### src/rtl/dmem_arbiter.sv
// dmem_arbiter: shares one single-port data memory between the core load/store
// path (port C) and the DMA/debug loader (port D). C has fixed priority; D is
// forced ahead after MAX_WAIT consecutive C grants while D was waiting.
// One registered memory op per two cycles, one-cycle response pulse per op.
//
// state  | meaning
// IDLE   | nothing in flight; grant evaluated, a request may be accepted
// ACCESS | granted op on the memory bus; write commits / read captured at end
module dmem_arbiter #(
    parameter int unsigned MAX_WAIT = 4
) (
    input  logic        clk,
    input  logic        resetn,
    input  logic        c_req_valid,
    output logic        c_req_ready,
    input  logic        c_we,
    input  logic [31:0] c_addr,
    input  logic [2:0]  c_type,
    input  logic [31:0] c_wdata,
    output logic        c_rsp_valid,
    output logic [31:0] c_rdata,
    input  logic        d_req_valid,
    output logic        d_req_ready,
    input  logic        d_we,
    input  logic [31:0] d_addr,
    input  logic [2:0]  d_type,
    input  logic [31:0] d_wdata,
    output logic        d_rsp_valid,
    output logic [31:0] d_rdata,
    output logic        m_memwrite,
    output logic [31:0] m_addr,
    output logic [2:0]  m_load_type,
    output logic [31:0] m_wdata,
    input  logic [31:0] m_rdata
);

    typedef enum logic {IDLE = 1'b0, ACCESS = 1'b1} state_t;

    localparam logic [3:0] MAX_WAIT_C = 4'(MAX_WAIT);

    state_t      state_q, state_d;
    logic [3:0]  wait_cnt_q, wait_cnt_d;
    logic        owner_is_d_q, owner_is_d_d;
    logic        load_ok_q, load_ok_d;
    logic        m_memwrite_q, m_memwrite_d;
    logic [31:0] m_addr_q, m_addr_d;
    logic [2:0]  m_load_type_q, m_load_type_d;
    logic [31:0] m_wdata_q, m_wdata_d;
    logic        c_rsp_valid_q, c_rsp_valid_d;
    logic        d_rsp_valid_q, d_rsp_valid_d;
    logic [31:0] c_rdata_q, c_rdata_d;
    logic [31:0] d_rdata_q, d_rdata_d;

    logic        grant_c, grant_d;
    logic        sel_we, sel_legal;
    logic [31:0] sel_addr, sel_wdata;
    logic [2:0]  sel_type;

    // Byte always legal, half needs even address, word needs 4-byte alignment.
    function automatic logic is_legal(input logic [2:0] t, input logic [1:0] a);
        case (t)
            3'b000:  is_legal = 1'b1;
            3'b001:  is_legal = ~a[0];
            3'b010:  is_legal = (a == 2'b00);
            default: is_legal = 1'b0;
        endcase
    endfunction

    // State register.
    always_ff @(posedge clk or negedge resetn) begin
        if (!resetn) state_q <= IDLE;
        else         state_q <= state_d;
    end

    // Next-state: any valid request starts an access; an access lasts one cycle.
    always_comb begin
        state_d = state_q;
        case (state_q)
            IDLE:    if (c_req_valid || d_req_valid) state_d = ACCESS;
            ACCESS:  state_d = IDLE;
            default: state_d = IDLE;
        endcase
    end

    // Grant: C by default, D when C is idle or D has waited MAX_WAIT C grants.
    always_comb begin
        grant_c = 1'b0;
        grant_d = 1'b0;
        if (state_q == IDLE) begin
            if (d_req_valid && (!c_req_valid || wait_cnt_q == MAX_WAIT_C)) grant_d = 1'b1;
            else if (c_req_valid)                                         grant_c = 1'b1;
        end
    end

    assign c_req_ready = grant_c & resetn;
    assign d_req_ready = grant_d & resetn;

    // Payload of the winning port.
    always_comb begin
        sel_we    = grant_d ? d_we    : c_we;
        sel_addr  = grant_d ? d_addr  : c_addr;
        sel_type  = grant_d ? d_type  : c_type;
        sel_wdata = grant_d ? d_wdata : c_wdata;
        sel_legal = is_legal(sel_type, sel_addr[1:0]);
    end

    // Starvation counter: counts C grants taken while D waits, cleared when D wins.
    always_comb begin
        wait_cnt_d = wait_cnt_q;
        if (grant_d)
            wait_cnt_d = 4'd0;
        else if (grant_c && d_req_valid && wait_cnt_q < MAX_WAIT_C)
            wait_cnt_d = wait_cnt_q + 4'd1;
    end

    // Memory bus launch on accept, read capture and response at the end of ACCESS.
    always_comb begin
        m_memwrite_d  = 1'b0;
        m_addr_d      = m_addr_q;
        m_load_type_d = m_load_type_q;
        m_wdata_d     = m_wdata_q;
        owner_is_d_d  = owner_is_d_q;
        load_ok_d     = load_ok_q;
        c_rsp_valid_d = 1'b0;
        d_rsp_valid_d = 1'b0;
        c_rdata_d     = c_rdata_q;
        d_rdata_d     = d_rdata_q;
        if (grant_c || grant_d) begin
            m_memwrite_d  = sel_we & sel_legal;
            m_addr_d      = sel_addr;
            m_load_type_d = sel_type;
            m_wdata_d     = sel_wdata;
            owner_is_d_d  = grant_d;
            load_ok_d     = ~sel_we & sel_legal;
        end
        if (state_q == ACCESS) begin
            if (owner_is_d_q) begin
                d_rsp_valid_d = 1'b1;
                d_rdata_d     = load_ok_q ? m_rdata : 32'h0;
            end else begin
                c_rsp_valid_d = 1'b1;
                c_rdata_d     = load_ok_q ? m_rdata : 32'h0;
            end
        end
    end

    // Datapath registers; reset aborts any in-flight op without a response.
    always_ff @(posedge clk or negedge resetn) begin
        if (!resetn) begin
            wait_cnt_q    <= 4'd0;
            owner_is_d_q  <= 1'b0;
            load_ok_q     <= 1'b0;
            m_memwrite_q  <= 1'b0;
            m_addr_q      <= 32'h0;
            m_load_type_q <= 3'b000;
            m_wdata_q     <= 32'h0;
            c_rsp_valid_q <= 1'b0;
            d_rsp_valid_q <= 1'b0;
            c_rdata_q     <= 32'h0;
            d_rdata_q     <= 32'h0;
        end else begin
            wait_cnt_q    <= wait_cnt_d;
            owner_is_d_q  <= owner_is_d_d;
            load_ok_q     <= load_ok_d;
            m_memwrite_q  <= m_memwrite_d;
            m_addr_q      <= m_addr_d;
            m_load_type_q <= m_load_type_d;
            m_wdata_q     <= m_wdata_d;
            c_rsp_valid_q <= c_rsp_valid_d;
            d_rsp_valid_q <= d_rsp_valid_d;
            c_rdata_q     <= c_rdata_d;
            d_rdata_q     <= d_rdata_d;
        end
    end

    assign m_memwrite  = m_memwrite_q;
    assign m_addr      = m_addr_q;
    assign m_load_type = m_load_type_q;
    assign m_wdata     = m_wdata_q;
    assign c_rsp_valid = c_rsp_valid_q;
    assign d_rsp_valid = d_rsp_valid_q;
    assign c_rdata     = c_rdata_q;
    assign d_rdata     = d_rdata_q;

endmodule
### config.mk
export PLATFORM = sky130hd
export DESIGN_NAME = dmem_arbiter
export DESIGN_NICKNAME = d
export VERILOG_FILES = /design/src/rtl/dmem_arbiter.sv
export SDC_FILE = /design/constraint.sdc
export NUM_CORES = 1
export LEC_CHECK = 0
export BUFFER_PORTS_ARGS = -buffer_cell sky130_fd_sc_hd__buf_2
export CORE_AREA = 2 2 121 123
export DETAILED_ROUTE_END_ITERATION = 16
export DIE_AREA = 0 0 123 125
export PLACE_DENSITY = 0.76
export SETUP_SLACK_MARGIN = 0.3
export SYNTH_ARGS = -nofsm -noshare
export SYNTH_HDL_FRONTEND = slang
export SYNTH_SLANG_ARGS = --single-unit
### constraint.sdc
create_clock -name clk -period 3.2 [get_ports clk]
set_input_delay 0.64 -clock clk [delete_from_list [all_inputs] [get_ports clk]]
set_output_delay 0.64 -clock clk [all_outputs]
set_load 0.005 [all_outputs]
# Yosys cells after proc, flatten, opt, wreduce, memory -nomap -nowiden
# Cells that the tools add are included.
# op_classes
eq_ne	3
bitwise	8
mux	20
reduce_logical	12
order_cmp	1
n_addsub	1
# op_table
operator	count
two-way mux 32 bit	3
two-way mux 1 bit	12
two-way mux 4 bit	2
adder 4 x 1 -> 4 bit (second input constant)	1
bitwise AND 1 bit	4
equality test 4 x 3 -> 1 bit (second input constant)	1
less-than comparator 4 x 3 -> 1 bit (second input constant)	1
inverter 1 bit	4
AND reduction 2 bit	2
equality test 3 x 1 -> 1 bit (second input constant)	1
equality test 3 x 2 -> 1 bit (second input constant)	1
logical AND 1 bit	3
logical NOT 3 bit	1
logical OR 1 bit	3
two-way mux 3 bit	1
one-hot mux 1 bit (3 select lines)	1
logical NOT 2 bit	1
one-hot mux 1 bit (2 select lines)	1
nonzero test 2 bit	1
logical NOT 1 bit	1
# word_totals
wordCells	57
output_inout_bits	136
ff_bits	141
inputBits	172

# Logic depth before layout (Yosys ltp)
# Gate-level depths: netlist of run 1.
# depth
word_depth	10
mapped_depth	8

# Worst setup path before layout of run 1
# OpenSTA, ideal clock, no wires.
# synth_path
path_type	register -> output
from	register wait_cnt_q[0]
to	output port d_req_ready
arrival_ns	1.497
stages_incl_launch_ff	8
t_required_ns	2.560
path_slack_ns	1.063
cell_sequence	dfrtp_1 inv_1 ha_1 nand3b_4 a211oi_4 buf_12 buf_8 and2_1
# synth_via
elab_chain_len	6
# synth_rtl
item	line_no	text
start, declared	42	logic [3:0] wait_cnt_q, wait_cnt_d;
start signal, assigned	162	wait_cnt_q <= wait_cnt_d;
equality test 4 x 3 -> 1 bit	90	if (d_req_valid && (!c_req_valid || wait_cnt_q == MAX_WAIT_C)) grant_d = 1'b1;
logical OR 1 bit	90	
logical AND 1 bit	90	
two-way mux 1 bit	90	
two-way mux 1 bit	89	if (state_q == IDLE) begin
bitwise AND 1 bit	96	assign d_req_ready = grant_d & resetn;
end, declared	23	output logic d_req_ready,
# Every way passes these cells.

# Worst setup path after layout of run 1
# Ends and elaborated chain as after synthesis.

==> results_dict.tcl, run 1 <==
set metrics [dict create \
    outcome "complete, no violations" \
    clkPwrFrac 0.381 \
    hold_violations 0 \
    final_nets 1046 \
    ys_warn_count 0 \
    clk_latency_ps 410 \
    cts_buffer_depth 2 \
    power_density_mw_per_mm2 640 \
    wl_mm 15.4 \
    drive_gt1_frac 0.400 \
    pin_count 308 \
    end_kind "primary output" \
    final_cells 1069 \
    grt_max_degree 74 \
    drc 0 \
    async_flop_share 1.00 \
    crit_fanout 7 \
    cts_hold_buf 0 \
    start_kind "flop" \
    reg2reg_depth 7 \
    hpwl_mm 11.1 \
    place.gp.congestion 0.800 \
    via_count 5120 \
    vdd_drop_max_v 0.000342 \
    clkSinkCount 141 \
    die_y_um 125 \
    num_rows 44 \
    slew_viol_final 0 \
    port_buffers 307 \
    cp_data_required_time_ps 2560 \
    diodes 0 \
    dp_cells 1037 \
    drtIter0Drc 270 \
    critPathArrivalTime_ps 1990 \
    root_buffer "clkbuf_16" \
    tritoncts "done" \
    worstMarginPinSlew_ps 1070 \
    hp-class "input port to async pin" \
    p_leak_nw 4.22 \
    synth_most_common_cell "nand2_1" \
    path_cells "inv_1, ha_1, nand3b_4, a211oi_4, and2_1, buf_2" \
    finalInstanceArea_mm2 0.00821 \
    rsz0062_at_grt "no" \
    period_share 0.821 \
    final_util 0.578 \
    die_x_um 123 \
    core_mm2 0.0142 \
    syn_nets 754 \
    yosysTopAreaCell "dfrtp_1" \
    cts_buffers 17 \
    grt_pass1_vias 4909 \
    htree_levels 4 \
    avgViaCountPerCell 4.79 \
    ant_nets 0 \
    swShare 0.282 \
    critical_path_class "flop to primary output" \
    die_area_mm2 0.0154 \
    synthTopCellsByCount "nand2_1 (165), dfrtp_1 (141), mux2i_1 (68)" \
    syn_area_mm2 0.00603 \
    first_pass_iters 4 \
    overflow 0 \
    grt_pass1_wl_mm 24.0 \
    antenna_found_initial 0 \
    postPlaceCellArea_mm2 0.00761 \
    cts_resized 0 \
    path_clk_slew_ps 60 \
    setup_viol 0 \
    crit_slowest_cell "a211oi_4" \
    synth_edf_count 0 \
    syn_area_per_cell_um2 10.4 \
    worst_path_largest_cell_delay_ps 510 \
    nFillCells 1261 \
    cts_setup_buffers 0 \
    setup_tns_ps 0 \
    skew_ps 10.9 \
    drv_cap 0 \
    ys_seq_area_frac 0.585 \
    yosysUniqueCellTypes 29 \
    fin_crit_ps 2630 \
    yosys.area.top_type_share 0.585 \
    wl_per_cell_um 14.4 \
    internal_power_mw 3.77 \
    fmax_ghz 0.380 \
    syn_to_final_growth_pct 36.1 \
    start_util 0.425 \
    netlist_instances 580 \
    slew_headroom 0.287 \
    seqPwrFrac 0.427 \
    ys.flop_type "dfrtp_1" \
    synth-seq-cells 141 \
    synth_area_leaders "dfrtp_1 (59%), mux2i_1 (11%), nand2_1 (10%), o21ai_0 (5.6%), o21ai_1 (5.1%)" \
    combPwrFrac 0.193 \
    p_sw_mw 1.48 \
    grtUsageTotal 0.200 \
]
[per-stage QoR]
stage                     hold WS [ps]  setup slack, ps  total power [mW]
final                              443              572              5.25
after global routing               494              412              5.55
after CTS                          462              535              5.32
after detailed placement           464              938              3.30
after global placement             456              976              3.27
after floorplan                    344             1060              2.77
[state kept, by name, indices dropped and copies added (netlist names), 3 cells and up]
signal       flops
d_rdata         32
c_rdata         32
m_addr          32
m_load_type      3
wait_cnt_q       4
m_wdata         32
[power groups by stage]
stage / Combinational [mW] / Clock (mW) / Sequential [mW]
after global routing: 1.15 / 2.13 / 2.28
after global placement: 1.01 / 0 / 2.26
after detailed placement: 1.04 / 0 / 2.27
final: 1.01 / 2.00 / 2.24
after CTS: 1.03 / 2.05 / 2.24
after floorplan: 0.490 / 0 / 2.28
[cells by family after synthesis]
family,Yosys count,share of synthesized area
muxes,70,0.117
AOI/OAI and AO/OA,141,0.125
DFF,141,0.585
xor gates and xnor gates,1,0.00145
and+or+nand+nor,177,0.116
adders and majority gates,2,0.00415
buffers and inverters,48,0.0519
[final cells by class]
cell class,instances,area [um2],share of cell area
Sequential cell,141,3530,0.430
Multi-Input combinational cell,391,2200,0.269
Timing Repair Buffer,314,1620,0.197
Clock buffer,20,437,0.0532
Tap cell,184,230,0.0280
Clock inverter,12,161,0.0197
Inverter,7,26.3,0.00320
[per-layer routing]
metal	part of all wire	vias up	track usage
met5	0	-	0
met4	0.017	0	0.0715
met2	0.48	205	0.326
met1	0.44	2358	0.258
met3	0.071	26	0.0516
li1	-	2531	-
[layout by cell type, fill, tap and decap left out, drive strengths merged, types with 2 or more instances in the layout]
| cell | n |
|---|---|
| mux2i | 68 |
| o21bai | 2 |
| nor2 | 4 |
| clkbuf | 20 |
| nand2 | 165 |
| bufinv | 3 |
| a21oi | 3 |
| inv | 10 |
| clkinv | 3 |
| ha | 2 |
| mux2 | 2 |
| buf | 314 |
| dfrtp | 141 |
| o21ai | 132 |
| clkinvlp | 3 |
| nor3 | 2 |
[critical path: cells and delay by family (launching register included)]
family                     cells  cell delay, ps
buffers and inverters          2             180
AOI/OAI and AO/OA              1             510
DFF                            1             400
adders and majority gates      1             190
and+or+nand+nor                2             310
[worst paths after layout]
kind	startpoint	to	slack, ps
max reg2reg	wait_cnt_q[0]	load_ok_q	930
min reg2reg	d_rdata[19]	d_rdata[19]	470
min in group clk	d_rdata[19]	d_rdata[19]	470
max	wait_cnt_q[0]	d_req_ready	570
max in group asynchronous	resetn	m_addr[1]	2120
min	resetn	m_wdata[8]	440
Power figures use the tool's default switching activity.
==> inputs of run 2 (changes only) <==
--- a/config.mk
+++ b/config.mk
@@ -6,10 +6,10 @@
 export NUM_CORES = 1
 export LEC_CHECK = 0
 export BUFFER_PORTS_ARGS = -buffer_cell sky130_fd_sc_hd__buf_2
-export CORE_AREA = 2 2 121 123
+export CORE_MARGIN = 2
+export CORE_UTILIZATION = 46
 export DETAILED_ROUTE_END_ITERATION = 16
-export DIE_AREA = 0 0 123 125
-export PLACE_DENSITY = 0.76
+export PLACE_DENSITY = 0.81
 export SETUP_SLACK_MARGIN = 0.3
 export SYNTH_ARGS = -nofsm -noshare
 export SYNTH_HDL_FRONTEND = slang
==> constraint.sdc (replaced) <==
create_clock -name clk -period 2.45 [get_ports clk]
set_input_delay 0.49 -clock clk [delete_from_list [all_inputs] [get_ports clk]]
set_output_delay 0.49 -clock clk [all_outputs]
set_load 0.005 [all_outputs]
==> results_dict.tcl, run 2 (same netlist as run 1, synthesis figures left out) <==
set metrics [dict create \
    outcome "complete, no violations" \
    period_share 0.868 \
    tritoncts "done" \
    grt_max_degree 119 \
    dp_cells 1027 \
    overflow 0 \
    clkSinkCount 141 \
    drive_gt1_frac 0.411 \
    via_count 5178 \
    crit_slowest_cell "dfrtp_1" \
    pin_count 308 \
    slew_headroom 0.264 \
    start_util 0.474 \
    cts_buffer_depth 2 \
    root_buffer "clkbuf_16" \
    fin_crit_ps 2130 \
    final_nets 1052 \
    cts_buffers 17 \
    setup_tns_ps 0 \
    syn_to_final_growth_pct 38.2 \
    grt_pass1_wl_mm 25.5 \
    fmax_ghz 0.470 \
    ant_nets 0 \
    diodes 0 \
    port_buffers 307 \
    worstMarginPinSlew_ps 1100 \
    die_area_mm2 0.0140 \
    vdd_drop_max_v 0.000524 \
    rsz0062_at_grt "yes" \
    critical_path_class "flop to primary output" \
    final_common_cell "buf_2" \
    worst_path_largest_cell_delay_ps 390 \
    end_kind "primary output" \
    first_pass_iters 4 \
    core_mm2 0.0127 \
    path_clk_slew_ps 60 \
    drc 0 \
    die_x_um 118 \
    final_cell_mix "buf_2 (305), nand2_1 (164), dfrtp_1 (141), mux2i_1 (68), o21ai_0 (67)" \
    final_cells 1063 \
    htree_levels 4 \
    cp_data_required_time_ps 1960 \
    clk_latency_ps 420 \
    drtIter0Drc 310 \
    skew_ps 7.91 \
    wl_per_cell_um 15.0 \
    wl_mm 16.0 \
    path_cells "inv_2, ha_4, nand3b_4, a211oi_4, and2_4, buf_6" \
    antenna_found_initial 0 \
    die_y_um 118 \
    grt_pass1_vias 5267 \
    num_rows 41 \
    hold_violations 0 \
    power_density_mw_per_mm2 856 \
    hp-class "input port to async pin" \
    crit_fanout 2 \
    start_kind "flop" \
    critPathArrivalTime_ps 1640 \
    slew_viol_final 0 \
    avgViaCountPerCell 4.87 \
    p_leak_nw 4.29 \
    drv_cap 0 \
    place.gp.congestion 0.783 \
    hpwl_mm 11.4 \
    setup_viol 0 \
    grtUsageTotal 0.231 \
]
run 2: power by group:
| part | internal (mW) | switching [mW] |
|---|---|---|
| sequential | 2.71 | 0.201 |
| clock | 1.75 | 1.04 |
| combinational | 0.650 | 0.774 |
run 2: layout make-up:
cell class | instances | area, um2
fill | 1041 | 4390
sequential | 141 | 3530
multi-input combinational | 391 | 2220
timing repair buffer | 320 | 1700
clock buffer | 18 | 439
tap | 172 | 215
clock inverter | 14 | 205
inverter | 7 | 26.3
run 2: what timing repair did:
action	in CTS	in global routing
setup buffers	3	0
resized for setup	1	5
setup endpoints to repair	1	1
endpoints found under the hold margin	23	0
pin swaps	1	2
hold buffers	1	0
run 2: per-stage QoR:
step           instance area, um2  power [mW]   util  hold WS, ps  setup WS, ps
6_report                     8330        7.13  0.655          181           323
5_1_grt                      8330        7.51  0.655          245           231
4_1_cts                      8310        7.16  0.654          212           308
3_5_place_dp                 7630        4.34  0.600          375           430
3_3_place_gp                 7630        4.28  0.600          379           487
2_1_floorplan                6030        3.62      -          194           463
run 2: per-layer routing:
| layer | up-vias | track usage | routed length [um] | part of all wire |
|---|---|---|---|---|
| li1 | 2545 | - | - | - |
| met1 | 2402 | 0.263 | 6490 | 0.41 |
| met2 | 202 | 0.415 | 8130 | 0.51 |
| met3 | 29 | 0.0574 | 977 | 0.061 |
| met4 | 0 | 0.0900 | 378 | 0.024 |
| met5 | - | 0 | 0 | 0 |
run 2: worst max-delay path, delay by kind of cell (launching register included):
family	cells	cell delay (ps)
AOI/OAI and AO/OA	1	250
adders and majority gates	1	140
buffers and inverters	2	170
DFF	1	390
and+or+nand+nor	2	270
run 2: path summary, 6_finish.rpt:
check / depth (start not counted) / slack, ps / from / to
worst min-delay path: 2 / 180 / resetn / c_rdata[18]
worst max register to register: 8 / 510 / wait_cnt_q[1] / m_addr[9]
worst max-delay path: 6 / 320 / wait_cnt_q[1] / d_req_ready
max in group asynchronous: 2 / 930 / resetn / m_wdata[22]
min in group clk: 3 / 340 / m_rdata[28] / c_rdata[28]
worst min register to register: 2 / 480 / d_rdata[4] / d_rdata[4]
